--- config.mk ---
export PLATFORM = sky130hd
export DESIGN_NAME = mem_access_ctrl
export DESIGN_NICKNAME = d
export VERILOG_FILES = /design/src/rtl/mem_access_ctrl_pkg.sv /design/src/rtl/mem_access_ctrl_lane_align.sv /design/src/rtl/mem_access_ctrl.sv
export SDC_FILE = /design/constraint.sdc
export NUM_CORES = 1
export LEC_CHECK = 0
export BUFFER_PORTS_ARGS = -buffer_cell sky130_fd_sc_hd__buf_2
export CAP_MARGIN = 0
export CORE_MARGIN = 5
export CORE_UTILIZATION = 39
export CTS_CLUSTER_DIAMETER = 40
export DETAILED_ROUTE_END_ITERATION = 7
export PLACE_DENSITY = 0.64
export SLEW_MARGIN = 20
export SYNTH_ARGS = -nofsm -noshare
export SYNTH_HDL_FRONTEND = slang
export SYNTH_SLANG_ARGS = --single-unit
--- constraint.sdc ---
create_clock -name i_clk -period 3.9 [get_ports i_clk]
set_input_delay 0 -clock i_clk [delete_from_list [all_inputs] [get_ports i_clk]]
set_output_delay 0 -clock i_clk [all_outputs]
set_load 0.01 [all_outputs]
--- src/rtl/mem_access_ctrl_pkg.sv ---
// Shared encodings for the load/store access controller: word-size codes and FSM states.
// Latency: n/a (constants and types only).
// Backpressure: n/a.
package mem_access_ctrl_pkg;

    localparam logic [2:0] BYTE_WORD     = 3'd0;
    localparam logic [2:0] HALF_WORD     = 3'd1;
    localparam logic [2:0] COMPLETE_WORD = 3'd2;

    typedef enum logic [1:0] {
        ST_IDLE  = 2'd0,
        ST_REQ   = 2'd1,
        ST_DONE  = 2'd2,
        ST_FAULT = 2'd3
    } state_e;

endpackage

--- src/rtl/mem_access_ctrl_lane_align.sv ---
// Places store data/byte enables on memory lanes and extracts/extends load data.
// Latency: purely combinational.
// Backpressure: none; follows whatever the controller latched.
module mem_lane_align
    import mem_access_ctrl_pkg::*;
#(
    parameter int DATA_SIZE = 32,
    parameter int TYPE      = 3,
    parameter int LANES     = DATA_SIZE / 8,
    parameter int OFS       = $clog2(LANES)
) (
    input  logic [TYPE-1:0]      i_word_size,
    input  logic [OFS-1:0]       i_offset,
    input  logic                 i_signed,
    input  logic [DATA_SIZE-1:0] i_wdata,
    input  logic [DATA_SIZE-1:0] i_rdata,
    output logic [LANES-1:0]     o_be,
    output logic [DATA_SIZE-1:0] o_wdata,
    output logic [DATA_SIZE-1:0] o_rdata
);

    logic [7:0]  byte_v;
    logic [15:0] half_v;
    logic [OFS-1:0] half_ofs;

    // Halfword lane index ignores offset bit 0 so the select never runs off the top of the word.
    assign half_ofs = {i_offset[OFS-1:1], 1'b0};

    // Store side: replicate narrow data across every lane and enable only the addressed bytes.
    always_comb begin
        o_be    = '1;
        o_wdata = i_wdata;
        case (i_word_size)
            BYTE_WORD: begin
                o_be    = LANES'(1) << i_offset;
                o_wdata = {LANES{i_wdata[7:0]}};
            end
            HALF_WORD: begin
                o_be    = LANES'(3) << i_offset;
                o_wdata = {(LANES/2){i_wdata[15:0]}};
            end
            default: ;
        endcase
    end

    // Load side: pick the addressed lane out of the full word, then sign- or zero-extend.
    always_comb begin
        byte_v  = i_rdata[8*i_offset +: 8];
        half_v  = i_rdata[8*half_ofs +: 16];
        o_rdata = i_rdata;
        case (i_word_size)
            BYTE_WORD: o_rdata = {{(DATA_SIZE-8){i_signed & byte_v[7]}}, byte_v};
            HALF_WORD: o_rdata = {{(DATA_SIZE-16){i_signed & half_v[15]}}, half_v};
            default: ;
        endcase
    end

endmodule

--- src/rtl/mem_access_ctrl.sv ---
// Pipeline-to-memory load/store controller: alignment check, request handshake, timeout.
// Latency: accept to DONE is 1 + number of REQ cycles (minimum 2); faults take 1 cycle.
// Backpressure: o_stall holds the pipeline during accept and REQ; requests outside IDLE are ignored.
module mem_access_ctrl
    import mem_access_ctrl_pkg::*;
#(
    parameter int DATA_SIZE = 32,
    parameter int ADDR_SIZE = 32,
    parameter int TYPE      = 3,
    parameter int TIMEOUT   = 16
) (
    input  logic                        i_clk,
    input  logic                        i_rst_n,
    input  logic                        i_read,
    input  logic                        i_write,
    input  logic                        i_signed,
    input  logic [TYPE-1:0]             i_word_size,
    input  logic [ADDR_SIZE-1:0]        i_addr,
    input  logic [DATA_SIZE-1:0]        i_write_data,
    output logic [DATA_SIZE-1:0]        o_read_data,
    output logic                        o_stall,
    output logic                        o_misaligned,
    output logic                        o_timeout,
    output logic                        o_mem_req,
    output logic                        o_mem_we,
    output logic [ADDR_SIZE-1:0]        o_mem_addr,
    output logic [DATA_SIZE/8-1:0]      o_mem_be,
    output logic [DATA_SIZE-1:0]        o_mem_wdata,
    input  logic                        i_mem_ack,
    input  logic [DATA_SIZE-1:0]        i_mem_rdata
);

    localparam int LANES = DATA_SIZE / 8;
    localparam int OFS   = $clog2(LANES);
    localparam int CNT_W = $clog2(TIMEOUT + 1);

    state_e                 state_q, state_d;
    logic [CNT_W-1:0]       cnt_q, cnt_d;
    logic                   we_q, we_d;
    logic                   signed_q, signed_d;
    logic                   to_q, to_d;
    logic [TYPE-1:0]        size_q, size_d;
    logic [ADDR_SIZE-1:0]   addr_q, addr_d;
    logic [DATA_SIZE-1:0]   wdata_q, wdata_d;
    logic [DATA_SIZE-1:0]   rdata_q, rdata_d;

    logic                   start;
    logic                   size_legal;
    logic                   aligned;
    logic [LANES-1:0]       lane_be;
    logic [DATA_SIZE-1:0]   lane_wdata;
    logic [DATA_SIZE-1:0]   lane_rdata;

    mem_lane_align #(
        .DATA_SIZE (DATA_SIZE),
        .TYPE      (TYPE)
    ) u_lane (
        .i_word_size (size_q),
        .i_offset    (addr_q[OFS-1:0]),
        .i_signed    (signed_q),
        .i_wdata     (wdata_q),
        .i_rdata     (i_mem_rdata),
        .o_be        (lane_be),
        .o_wdata     (lane_wdata),
        .o_rdata     (lane_rdata)
    );

    // Classify the incoming request; start is gated by reset so nothing is accepted while held.
    always_comb begin
        start      = i_rst_n && (state_q == ST_IDLE) && (i_read || i_write);
        size_legal = (i_word_size == BYTE_WORD) || (i_word_size == HALF_WORD) ||
                     (i_word_size == COMPLETE_WORD);
        aligned    = 1'b1;
        if (i_word_size == HALF_WORD)     aligned = !i_addr[0];
        if (i_word_size == COMPLETE_WORD) aligned = (i_addr[OFS-1:0] == '0);
    end

    // Next-state logic: accept/fault from IDLE, wait for ack or timeout in REQ, single-cycle DONE/FAULT.
    always_comb begin
        state_d  = state_q;
        cnt_d    = cnt_q;
        we_d     = we_q;
        signed_d = signed_q;
        to_d     = to_q;
        size_d   = size_q;
        addr_d   = addr_q;
        wdata_d  = wdata_q;
        rdata_d  = rdata_q;
        case (state_q)
            ST_IDLE: begin
                if (start) begin
                    if (size_legal && aligned) begin
                        we_d     = i_write;
                        signed_d = i_signed;
                        size_d   = i_word_size;
                        addr_d   = i_addr;
                        wdata_d  = i_write_data;
                        cnt_d    = '0;
                        state_d  = ST_REQ;
                    end else begin
                        to_d    = 1'b0;
                        state_d = ST_FAULT;
                    end
                end
            end
            ST_REQ: begin
                if (i_mem_ack) begin
                    if (!we_q) rdata_d = lane_rdata;
                    state_d = ST_DONE;
                end else if (cnt_q == CNT_W'(TIMEOUT - 1)) begin
                    to_d    = 1'b1;
                    state_d = ST_FAULT;
                end else begin
                    cnt_d = cnt_q + CNT_W'(1);
                end
            end
            ST_DONE:  state_d = ST_IDLE;
            ST_FAULT: state_d = ST_IDLE;
            default:  state_d = ST_IDLE;
        endcase
    end

    // State and latched-request registers; reset clears everything mid-transaction.
    always_ff @(posedge i_clk or negedge i_rst_n) begin
        if (!i_rst_n) begin
            state_q  <= ST_IDLE;
            cnt_q    <= '0;
            we_q     <= 1'b0;
            signed_q <= 1'b0;
            to_q     <= 1'b0;
            size_q   <= '0;
            addr_q   <= '0;
            wdata_q  <= '0;
            rdata_q  <= '0;
        end else begin
            state_q  <= state_d;
            cnt_q    <= cnt_d;
            we_q     <= we_d;
            signed_q <= signed_d;
            to_q     <= to_d;
            size_q   <= size_d;
            addr_q   <= addr_d;
            wdata_q  <= wdata_d;
            rdata_q  <= rdata_d;
        end
    end

    // Outputs: memory side only driven in REQ so it reads as zero whenever idle or in reset.
    always_comb begin
        o_stall      = (state_q == ST_REQ) || (start && size_legal && aligned);
        o_mem_req    = (state_q == ST_REQ);
        o_mem_we     = o_mem_req && we_q;
        o_mem_addr   = o_mem_req ? {addr_q[ADDR_SIZE-1:OFS], {OFS{1'b0}}} : '0;
        o_mem_be     = o_mem_req ? lane_be : '0;
        o_mem_wdata  = o_mem_req ? lane_wdata : '0;
        o_misaligned = (state_q == ST_FAULT) && !to_q;
        o_timeout    = (state_q == ST_FAULT) && to_q;
        o_read_data  = rdata_q;
    end

endmodule

==> impl_metrics.json <==
{
  "drc": 0,
  "start_util_pct": 39.5,
  "r2r_slack_ps": 650,
  "yosysTopAreaCell": "dfrtp_1",
  "vias_per_cell": 5.14,
  "overflow": 0,
  "synthTopCellsByCount": "dfrtp_1 (109), nand2_1 (66), mux2_1 (43), nand3_1 (43), and2_1 (39)",
  "status": "complete, no violations",
  "wl_per_cell_um": 17.5,
  "ys_ff_latch": 109,
  "fill_cells": 1172,
  "top_layer": "met4",
  "num_vias": 5161,
  "syn2layout_area_growth_pct": 44.6,
  "holdBufCountCts": 102,
  "syn_inst": 536,
  "final_cell_area_um2": 7900,
  "grt_pass1_vias": 5560,
  "startpoint_type": "flip-flop",
  "required_ps": 4130,
  "synthFlopType": "dfrtp_1",
  "ir_worst_vdd_mv": 0.349,
  "end_kind": "flip-flop",
  "multi_input_area_um2": 2530,
  "h-tree-depth": 3,
  "finalSetupTns_ps": 0,
  "gp_congestion": 0.794,
  "synth.distinct_cells": 40,
  "rsz0062_at_grt": "no",
  "cts_root_buf": "clkbuf_16",
  "worstPathArrival_ps": 3480,
  "maxCapViolCount": 0,
  "pre_cts_ws_ps": 638,
  "synth.cell_area_um2": 5460,
  "ys_seq_area_share_pct": 49.9,
  "cts_resized": 0,
  "worst_pin_slew_ps": 940,
  "register_area_um2": 2730,
  "clkSinkCount": 109,
  "clkTransAtPathRegs_ps": 70,
  "met1_length_um": 7220,
  "grt_max_degree": 73,
  "yosys.area.top_type_share_pct": 49.9,
  "slew_headroom_pct": 37.3,
  "worstSetupPathType": "flip-flop to flip-flop",
  "setup_violations": 0,
  "final_util_pct": 57.1,
  "post-cts-setup-buffers": 0,
  "die_w_um": 128,
  "cts_tree": "done",
  "io_pins": 210,
  "core_um2": 13800,
  "p_per_area_nw_per_um2": 628,
  "io_buffers": 207,
  "cts_buffer_depth": 2,
  "hold_viol_final": 0,
  "p_leak_nw": 3.87,
  "wl_met2_um": 8750,
  "ant_nets": 0,
  "ys_warn_count": 0,
  "synth_area_per_cell_um2": 10.2,
  "yosysMostFrequentCell": "dfrtp_1",
  "fmax_mhz": 307,
  "setup_ws_ps": 646,
  "skew_ps": 13.3,
  "whs_ps": 108,
  "whs_endpoint": "state_q[1]",
  "antenna_found_initial": 0,
  "finalMaxSlewViolations": 0,
  "cts_buffers": 9,
  "drtIter0Drc": 411,
  "placed_area_um2": 6570,
  "fin_crit_sh_pct": 83.4,
  "met3_length_um": 1400,
  "rr_worst_depth": 8,
  "firstDrtPassIters": 5,
  "min_path_cells": 4,
  "drive_gt1_share_pct": 32.4,
  "hold_class": "primary input to flip-flop",
  "dieArea_um2": 16500,
  "antennaDiodeCount": 0,
  "r2r_start": "state_q[1]",
  "yosys-top-cells-area": "dfrtp_1 (50%), mux2_1 (8.9%), mux2_2 (5.4%)",
  "track_usage_pct": 21.3,
  "synth-async-reset-ratio_pct": 100,
  "drt-total-wl_um": 17600,
  "nNetsFinal": 927,
  "grt_pass1_wl_um": 28000,
  "period_needed_ps": 3250,
  "rows": 43,
  "die_h_um": 128,
  "path_max_fanout": 45,
  "r2r_end": "o_read_data[9]",
  "dpl.hpwl_um": 11600,
  "synth_edf_count": 0,
  "hp-start": "i_word_size[2]",
  "clk_latency_ps": 360
}
where the power goes:
| part | total, mW | internal [mW] | leakage (nW) | switching, mW |
|---|---|---|---|---|
| Clock | 0.936 | 0.471 | 0.149 | 0.465 |
| Sequential | 2.08 | 1.63 | 1.33 | 0.456 |
| Combinational | 1.94 | 0.921 | 2.39 | 1.02 |
| Total | 4.96 | 3.02 | 3.87 | 1.94 |
cell type report:
type / instances / area share (%)
Clock buffer: 10 / 3.03
Timing Repair Buffer: 315 / 26.7
Inverter: 3 / 0.143
Sequential cell: 109 / 34.5
Multi-Input combinational cell: 382 / 32.0
Tap cell: 180 / 2.85
Clock inverter: 6 / 0.760
worst max path at each step:
stage,to,from,cells after the start,slack (ps)
2_1_floorplan,cnt_q[0],cnt_q[0],7,2230
3_3_place_gp,o_read_data[11],state_q[1],6,810
3_5_place_dp,o_read_data[12],state_q[1],6,640
4_1_cts,o_read_data[11],state_q[1],7,100
5_1_grt,o_read_data[13],state_q[1],8,460
6_report,o_read_data[9],state_q[1],8,650
routing by layer:
| layer | track usage [%] | vias to the layer above |
|---|---|---|
| met1 | 26.2 | 2504 |
| li1 | - | 2417 |
| met2 | 37.1 | 223 |
| met4 | 4.93 | 0 |
| met3 | 6.10 | 17 |
| met5 | 0 | - |
logic make-up (layout without fill, tap and decap cells):
kind of cell | after synthesis | in the layout | synth area share [%]
compound gates | 88 | 88 | 9.69
xor+xnor | 1 | 1 | 0.160
fa+ha+maj | 2 | 2 | 0.458
buf+inv | 46 | 334 | 4.08
flops | 109 | 109 | 49.9
mux | 87 | 87 | 17.8
other cells | 1 | 2 | 0.0687
simple gates | 202 | 202 | 17.8
through the flow:
stage / instances / total power [mW]
after floorplan: 537 / 3.16
after global placement: 886 / 3.82
after detailed placement: 886 / 3.90
after CTS: 1004 / 4.98
after global routing: 1005 / 5.32
final: 1005 / 4.96
registers in the layout, summed over array words and instances (netlist names):
register,flops
addr_q,32
o_read_data,32
wdata_q,32
cnt_q,5
size_q,3
state_q,2
signed_q,1
to_q,1
we_q,1
cells in the final DEF (no fill, tap or decap), drive strengths merged, types with 2 or more instances in the layout:
cell type,netlist,routed
a211oi,8,8
nor2,34,34
clkbuf,23,10
a22o,2,2
or2,4,4
a22oi,7,7
dfrtp,109,109
dlygate4sd3,0,102
o22ai,3,3
conb,1,2
a31oi,9,9
nand3,43,43
o21ai,20,20
and3,4,4
nand3b,2,2
nor3,2,2
and2,39,39
mux2,69,69
a21oi,35,35
o21bai,2,2
nor2b,2,2
nand2,66,66
ha,2,2
inv,3,8
nand2b,3,3
mux2i,17,17
buf,20,213
critical path, cell delays in order, from the launching register on:
cell           delay, ps
dfrtp_1              470
nand2b_1             190
buf_4                240
inv_2                500
nand3b_1             430
buf_6                300
a31oi_4              270
a31oi_1              120
dlygate4sd3_1        580
Power figures use the tool's default switching activity.
